`src/rtl/uart_bridge_pkg.sv`:
```
// Shared definitions for uart_apb_stream_bridge: CoreUARTapb register map,
// STATUS bit positions, bridge FSM states and APB operation codes.
package uart_bridge_pkg;

   localparam logic [4:0] REG_TXDATA = 5'h00;
   localparam logic [4:0] REG_RXDATA = 5'h04;
   localparam logic [4:0] REG_CTRL1  = 5'h08;
   localparam logic [4:0] REG_CTRL2  = 5'h0C;
   localparam logic [4:0] REG_STATUS = 5'h10;

   localparam int unsigned STATUS_TXRDY_BIT   = 0;
   localparam int unsigned STATUS_RXRDY_BIT   = 1;
   localparam int unsigned STATUS_PARITY_BIT  = 2;
   localparam int unsigned STATUS_OVERFLOW_BIT = 3;
   localparam int unsigned STATUS_FRAMING_BIT = 4;

   typedef enum logic [2:0] {
      ST_INIT1  = 3'd0,
      ST_INIT2  = 3'd1,
      ST_IDLE   = 3'd2,
      ST_SETUP  = 3'd3,
      ST_ACCESS = 3'd4,
      ST_GUARD  = 3'd5
   } state_e;

   typedef enum logic [2:0] {
      OP_CFG1 = 3'd0,
      OP_CFG2 = 3'd1,
      OP_TXW  = 3'd2,
      OP_RXR  = 3'd3,
      OP_STR  = 3'd4
   } op_e;

endpackage

```
`src/rtl/uart_bridge_byte_reg.sv`:
```
// Single-entry valid/ready holding register; in_ready is simply !out_valid,
// so a slot freed this cycle can only be refilled on the next.
module uart_bridge_byte_reg #(
   parameter int unsigned WIDTH = 8
) (
   input  logic             clk,
   input  logic             rst_n,
   input  logic             in_valid,
   output logic             in_ready,
   input  logic [WIDTH-1:0] in_data,
   output logic             out_valid,
   input  logic             out_ready,
   output logic [WIDTH-1:0] out_data
);

   logic             valid_q, valid_d;
   logic [WIDTH-1:0] data_q, data_d;

   always_comb begin
      valid_d = valid_q;
      data_d  = data_q;
      if (valid_q && out_ready) begin
         valid_d = 1'b0;
      end else if (!valid_q && in_valid) begin
         valid_d = 1'b1;
         data_d  = in_data;
      end
   end

   always_ff @(posedge clk or negedge rst_n) begin
      if (!rst_n) begin
         valid_q <= 1'b0;
         data_q  <= '0;
      end else begin
         valid_q <= valid_d;
         data_q  <= data_d;
      end
   end

   assign in_ready  = !valid_q;
   assign out_valid = valid_q;
   assign out_data  = data_q;

endmodule

```
`src/rtl/uart_apb_stream_bridge.sv`:
```
// APB master that programs a CoreUARTapb and bridges its TX/RX data registers
// to byte streams. Optional macro: UART_BRIDGE_ERR_STATUS_EN (STATUS read per RX byte).
module uart_apb_stream_bridge
   import uart_bridge_pkg::*;
#(
   parameter logic [12:0] BAUD_VALUE = 13'd1,
   parameter bit          PRG_BIT8   = 1'b1,
   parameter logic [1:0]  PRG_PARITY = 2'd0,
   parameter bit          CFG_WRITE  = 1'b1
) (
   input  logic       PCLK,
   input  logic       PRESETN,
   output logic [4:0] PADDR,
   output logic       PSEL,
   output logic       PENABLE,
   output logic       PWRITE,
   output logic [7:0] PWDATA,
   input  logic [7:0] PRDATA,
   input  logic       PREADY,
   input  logic       PSLVERR,
   input  logic       TXRDY,
   input  logic       RXRDY,
   input  logic [7:0] s_tdata,
   input  logic       s_tvalid,
   output logic       s_tready,
   output logic [7:0] m_tdata,
   output logic       m_tvalid,
   input  logic       m_tready,
   output logic [2:0] m_terr,
   output logic       init_done,
   output logic       apb_err
);

   localparam state_e     RESET_STATE = CFG_WRITE ? ST_INIT1 : ST_IDLE;
   localparam logic [7:0] CTRL1_VALUE = BAUD_VALUE[7:0];
   localparam logic [7:0] CTRL2_VALUE = {BAUD_VALUE[12:8], PRG_PARITY == 2'd2,
                                         PRG_PARITY != 2'd0, PRG_BIT8};

   state_e      state_q, state_d;
   op_e         op_q, op_d;
   logic        guard_q, guard_d;
   logic [4:0]  paddr_q, paddr_d;
   logic        pwrite_q, pwrite_d;
   logic [7:0]  pwdata_q, pwdata_d;
   logic        init_done_q, init_done_d;
   logic        apb_err_q, apb_err_d;

   logic        tx_valid;
   logic [7:0]  tx_data;
   logic        tx_pop;
   logic        rx_push;
   logic [10:0] rx_push_data;
   logic        rx_in_ready;
   logic [10:0] rx_out_data;
   logic        str_pend;

`ifdef UART_BRIDGE_ERR_STATUS_EN
   logic        str_pend_q, str_pend_d;
   logic [7:0]  rx_byte_q, rx_byte_d;
   assign str_pend = str_pend_q;
`else
   assign str_pend = 1'b0;
`endif

   always_comb begin
      state_d      = state_q;
      op_d         = op_q;
      guard_d      = guard_q;
      paddr_d      = paddr_q;
      pwrite_d     = pwrite_q;
      pwdata_d     = pwdata_q;
      init_done_d  = init_done_q;
      apb_err_d    = apb_err_q;
      tx_pop       = 1'b0;
      rx_push      = 1'b0;
      rx_push_data = {3'b000, PRDATA};
`ifdef UART_BRIDGE_ERR_STATUS_EN
      str_pend_d   = str_pend_q;
      rx_byte_d    = rx_byte_q;
`endif
      unique case (state_q)
         ST_INIT1: begin
            op_d     = OP_CFG1;
            paddr_d  = REG_CTRL1;
            pwrite_d = 1'b1;
            pwdata_d = CTRL1_VALUE;
            state_d  = ST_SETUP;
         end
         ST_INIT2: begin
            op_d     = OP_CFG2;
            paddr_d  = REG_CTRL2;
            pwrite_d = 1'b1;
            pwdata_d = CTRL2_VALUE;
            state_d  = ST_SETUP;
         end
         ST_IDLE: begin
            // Pending STATUS read first, then RX ahead of TX so the UART cannot overflow.
            if (str_pend) begin
               op_d     = OP_STR;
               paddr_d  = REG_STATUS;
               pwrite_d = 1'b0;
               pwdata_d = '0;
               state_d  = ST_SETUP;
            end else if (RXRDY && rx_in_ready) begin
               op_d     = OP_RXR;
               paddr_d  = REG_RXDATA;
               pwrite_d = 1'b0;
               pwdata_d = '0;
               state_d  = ST_SETUP;
            end else if (TXRDY && tx_valid) begin
               op_d     = OP_TXW;
               paddr_d  = REG_TXDATA;
               pwrite_d = 1'b1;
               pwdata_d = tx_data;
               state_d  = ST_SETUP;
            end
         end
         ST_SETUP: begin
            state_d = ST_ACCESS;
         end
         ST_ACCESS: begin
            if (PREADY) begin
               if (PSLVERR) begin
                  apb_err_d = 1'b1;
               end
               guard_d = 1'b0;
               state_d = ST_GUARD;
               unique case (op_q)
                  OP_TXW: tx_pop = 1'b1;
`ifdef UART_BRIDGE_ERR_STATUS_EN
                  OP_RXR: begin
                     rx_byte_d  = PRDATA;
                     str_pend_d = 1'b1;
                  end
                  OP_STR: begin
                     str_pend_d   = 1'b0;
                     rx_push      = 1'b1;
                     rx_push_data = {PRDATA[STATUS_FRAMING_BIT], PRDATA[STATUS_OVERFLOW_BIT],
                                     PRDATA[STATUS_PARITY_BIT], rx_byte_q};
                  end
`else
                  OP_RXR: rx_push = 1'b1;
`endif
                  default: ;
               endcase
            end
         end
         ST_GUARD: begin
            if (guard_q) begin
               if (op_q == OP_CFG1) begin
                  state_d = ST_INIT2;
               end else begin
                  state_d = ST_IDLE;
                  if (op_q == OP_CFG2) begin
                     init_done_d = 1'b1;
                  end
               end
            end else begin
               guard_d = 1'b1;
            end
         end
         default: state_d = ST_IDLE;
      endcase
   end

   always_ff @(posedge PCLK or negedge PRESETN) begin
      if (!PRESETN) begin
         state_q     <= RESET_STATE;
         op_q        <= OP_CFG1;
         guard_q     <= 1'b0;
         paddr_q     <= '0;
         pwrite_q    <= 1'b0;
         pwdata_q    <= '0;
         init_done_q <= !CFG_WRITE;
         apb_err_q   <= 1'b0;
      end else begin
         state_q     <= state_d;
         op_q        <= op_d;
         guard_q     <= guard_d;
         paddr_q     <= paddr_d;
         pwrite_q    <= pwrite_d;
         pwdata_q    <= pwdata_d;
         init_done_q <= init_done_d;
         apb_err_q   <= apb_err_d;
      end
   end

`ifdef UART_BRIDGE_ERR_STATUS_EN
   always_ff @(posedge PCLK or negedge PRESETN) begin
      if (!PRESETN) begin
         str_pend_q <= 1'b0;
         rx_byte_q  <= '0;
      end else begin
         str_pend_q <= str_pend_d;
         rx_byte_q  <= rx_byte_d;
      end
   end
`endif

   uart_bridge_byte_reg #(.WIDTH(8)) u_tx_reg (
      .clk       (PCLK),
      .rst_n     (PRESETN),
      .in_valid  (s_tvalid),
      .in_ready  (s_tready),
      .in_data   (s_tdata),
      .out_valid (tx_valid),
      .out_ready (tx_pop),
      .out_data  (tx_data)
   );

   uart_bridge_byte_reg #(.WIDTH(11)) u_rx_reg (
      .clk       (PCLK),
      .rst_n     (PRESETN),
      .in_valid  (rx_push),
      .in_ready  (rx_in_ready),
      .in_data   (rx_push_data),
      .out_valid (m_tvalid),
      .out_ready (m_tready),
      .out_data  (rx_out_data)
   );

   assign m_tdata   = rx_out_data[7:0];
   assign m_terr    = rx_out_data[10:8];
   assign PSEL      = (state_q == ST_SETUP) || (state_q == ST_ACCESS);
   assign PENABLE   = (state_q == ST_ACCESS);
   assign PADDR     = paddr_q;
   assign PWRITE    = pwrite_q;
   assign PWDATA    = pwdata_q;
   assign init_done = init_done_q;
   assign apb_err   = apb_err_q;

endmodule

```
`config.mk`:
```
export PLATFORM = sky130hd
export DESIGN_NAME = uart_apb_stream_bridge
export DESIGN_NICKNAME = d
export VERILOG_FILES = /design/src/rtl/uart_bridge_pkg.sv /design/src/rtl/uart_bridge_byte_reg.sv /design/src/rtl/uart_apb_stream_bridge.sv
export SDC_FILE = /design/constraint.sdc
export NUM_CORES = 1
export LEC_CHECK = 0
export ABC_AREA = 1
export CAP_MARGIN = 20
export CORE_MARGIN = 4
export CORE_UTILIZATION = 45
export CTS_CLUSTER_DIAMETER = 60
export DETAILED_ROUTE_END_ITERATION = 8
export PLACE_DENSITY = 0.85
export RECOVER_POWER = 50
export SYNTH_ARGS = -nofsm -noshare
export SYNTH_HDL_FRONTEND = slang
export SYNTH_SLANG_ARGS = --single-unit
export TNS_END_PERCENT = 20
```
`constraint.sdc`:
```
create_clock -name PCLK -period 1.25 [get_ports PCLK]
set_input_delay 0.25 -clock PCLK [delete_from_list [all_inputs] [get_ports PCLK]]
set_output_delay 0.25 -clock PCLK [all_outputs]
set_load 0.005 [all_outputs]
```
==> metrics.txt <==
run status finished with violations; failing checks negative setup slack; TritonRoute pass-1 iters 5; Global Route Usage Sum 0.186; synth top area cells dfrtp_1 55%, nand2_1 15%, mux2_2 5.5%, buf_4 3.2%, inv_1 2.5%; Synth Warn # 0; Post-synth top cells 64 x nand2_1, 36 x dfrtp_1, 11 x inv_1, 9 x nor2_1; crit path capture type output port; asr flop ratio synth 1.00; Clock Path Buffers 2; CTS tree yes; final hold vios 0; Final Skew 0.00829 ns; Core Rows 21; final setup TNS -4.07 ns; DRC 0; Layout area overhead 54.3%; Crit path arrival time 1.24 ns; CP required 1.00 ns; P per Cell Area 2140 nW/um^2; first-pass GRT wire length 6330 um; H-tree depth 2; Sequential Power Share 0.362; RSZ-0062 raised after global routing yes; Setup CP Type reg2out; final setup fails 28; Yosys top cell area share 0.554; vias in the first global route 1453; clk slew on worst S/H paths 0.11 ns; number of synthesized flops with an enable pin 0; I/O Pins 55; share of cells above drive strength 1 0.315; core area 3420 sq um; synthesis-stage register bit count 36; Max VDD drop 0.00157 V; largest net degree at the start of global routing 17; IO Port Bufs 48; critical path startpoint category register; nets 283; hpwl dp 2830 um; Net Sw Frac 0.363; DIE AREA 4640 sq um; Vias 1435; cell taking the most area after synthesis dfrtp_1; post-synthesis sequential area ratio 0.554; antenna violations before repair 0; Die X 68.1 um; GRT met1 Usage 0.207; CTS Root Cell clkbuf_4; count leader, synth nand2_1; per-cell routed wire length 12.9 um; internal power 3420 uW; CTS Sinks 36; met2 usage 0.332; maximum clock frequency 672 MHz; min-delay worst type in2async; Clock Latency Late Sink 0.34 ns; Net Sw Power 1940 uW; Syn Std Cell Area 1630 sq um; total CTS buffers 5; Main synth FF type dfrtp_1; Final GP Congestion 0.857; grt met3 use 0.0509; Mean Syn Cell Area 9.34 sq um; via density per instance 4.69; Yosys cell types 24; diodes inserted 0; Starting Density 0.476; Final min period 1.49 ns; critical-path maximum fanout 3; fin util 0.734; most used routing layer met2; drt initial violations 61; LEAKAGE 0.00131 uW; Post-Synthesis Cells 174; number of max-cap violations 0; Clk pwr share 0.150; final antenna-violating net count 0; FF-to-FF path depth 10; GRT Residual Overflow 0; Final period util 1.19; Comb pwr share 0.489; max-slew violation count 0; setup ws final -0.238 ns; Total Wirelength 3940 um; height of the die 68.1 um
==> cells in the final DEF, fill, tap and decap left out, types with 2 or more instances in the layout <==
| cell | count |
|---|---|
| o21bai_1 | 2 |
| nand2_4 | 3 |
| nor2_4 | 6 |
| inv_1 | 9 |
| buf_2 | 3 |
| conb_1 | 6 |
| clkdlybuf4s15_1 | 20 |
| o21ai_1 | 2 |
| nor2_1 | 4 |
| buf_6 | 6 |
| nor2_2 | 2 |
| buf_4 | 23 |
| clkbuf_4 | 5 |
| clkdlybuf4s50_1 | 22 |
| clkbuf_2 | 4 |
| inv_2 | 5 |
| o21ai_0 | 3 |
| nand3_2 | 2 |
| nand2_2 | 4 |
| nand3_1 | 6 |
| inv_4 | 2 |
| a21oi_1 | 3 |
| nand2_1 | 61 |
| dfrtp_1 | 35 |
| mux2_2 | 8 |
==> critical path: stages (launching register included) <==
cell and delay (ns):
dfrtp_1 0.43, buf_6 0.14, inv_4 0.04, nand2_2 0.05, nor2_4 0.11, buf_2 0.13
==> flip-flops by register name, summed over array words and instances, names as in the netlist <==
name,count
PWDATA,8
u_rx_reg.out_data,8
u_tx_reg.out_data,8
state_q,3
op_q,2
PADDR,1
PWRITE,1
apb_err,1
guard_q,1
init_done,1
u_rx_reg.out_valid,1
u_tx_reg.out_valid,1
==> area by class of cell <==
| cell class | instances | area (sq um) |
|---|---|---|
| clock inverter | 3 | 42.5 |
| inverter | 17 | 73.8 |
| timing repair buffer | 81 | 729 |
| sequential | 36 | 902 |
| tap | 46 | 57.6 |
| fill | 261 | 907 |
| multi-input combinational | 118 | 666 |
| clock buffer | 5 | 37.5 |
==> logic make-up after synthesis <==
family,count (synthesis),share of synthesized area
compound gates,12,0.0431
mux,8,0.0554
simple gates,92,0.262
flops,36,0.554
other cells,1,0.00231
buf+inv,25,0.0831
==> routing by layer <==
layer,up-vias,wire (um),share of wire
met5,-,0,0
met4,0,70,0.018
met3,7,224,0.057
met2,45,2150,0.54
met1,680,1500,0.38
li1,703,-,-
==> power groups by stage <==
stage | Clock (uW) | Combinational [uW] | Sequential [uW]
finish | 802 | 2620 | 1940
global route | 877 | 2870 | 1980
CTS | 822 | 2490 | 1920
detailed placement | 0 | 2220 | 1960
global placement | 0 | 2150 | 1940
floorplan | 0 | 1130 | 1930
==> stage by stage <==
| step | cell area, sq um | worst slack [ns] | power (uW) | hold slack, ns | cells |
|---|---|---|---|---|---|
| 3_5_place_dp | 2290 | -0.228 | 4180 | 0.186 | 285 |
| 3_3_place_gp | 2290 | -0.200 | 4080 | 0.183 | 285 |
| 4_1_cts | 2500 | -0.240 | 5240 | 0.342 | 307 |
| 2_1_floorplan | 1640 | 0.0730 | 3060 | -0.0456 | 179 |
| 6_report | 2510 | -0.238 | 5360 | 0.350 | 306 |
| 5_1_grt | 2510 | -0.297 | 5730 | 0.387 | 306 |
==> path summary, 6_finish.rpt <==
kind                                        start                          endpoint  slack (ns)
min in group PCLK                       PRDATA[2]  u_rx_reg.out_data[2]$_DFFE_PN0P_        0.44
hold / removal                            PRESETN             PWDATA[1]$_DFFE_PN0P_        0.35
max in group asynchronous                 PRESETN            state_q[0]$_DFFE_PN0P_        0.14
setup reg to reg           state_q[1]$_DFFE_PN0P_             PWDATA[2]$_DFFE_PN0P_       -0.20
setup / recovery           state_q[1]$_DFFE_PN0P_                           PENABLE       -0.24
hold reg to reg             PWDATA[5]$_DFFE_PN0P_             PWDATA[5]$_DFFE_PN0P_        0.48
==> what timing repair did <==
item	in CTS	in global routing
setup buffers	15	0
hold buffers	1	0
endpoints found under the hold margin	14	0
setup endpoints to repair	29	35
gates resized for setup	68	19
pin swaps	10	10
Power figures use the tool's default switching activity.
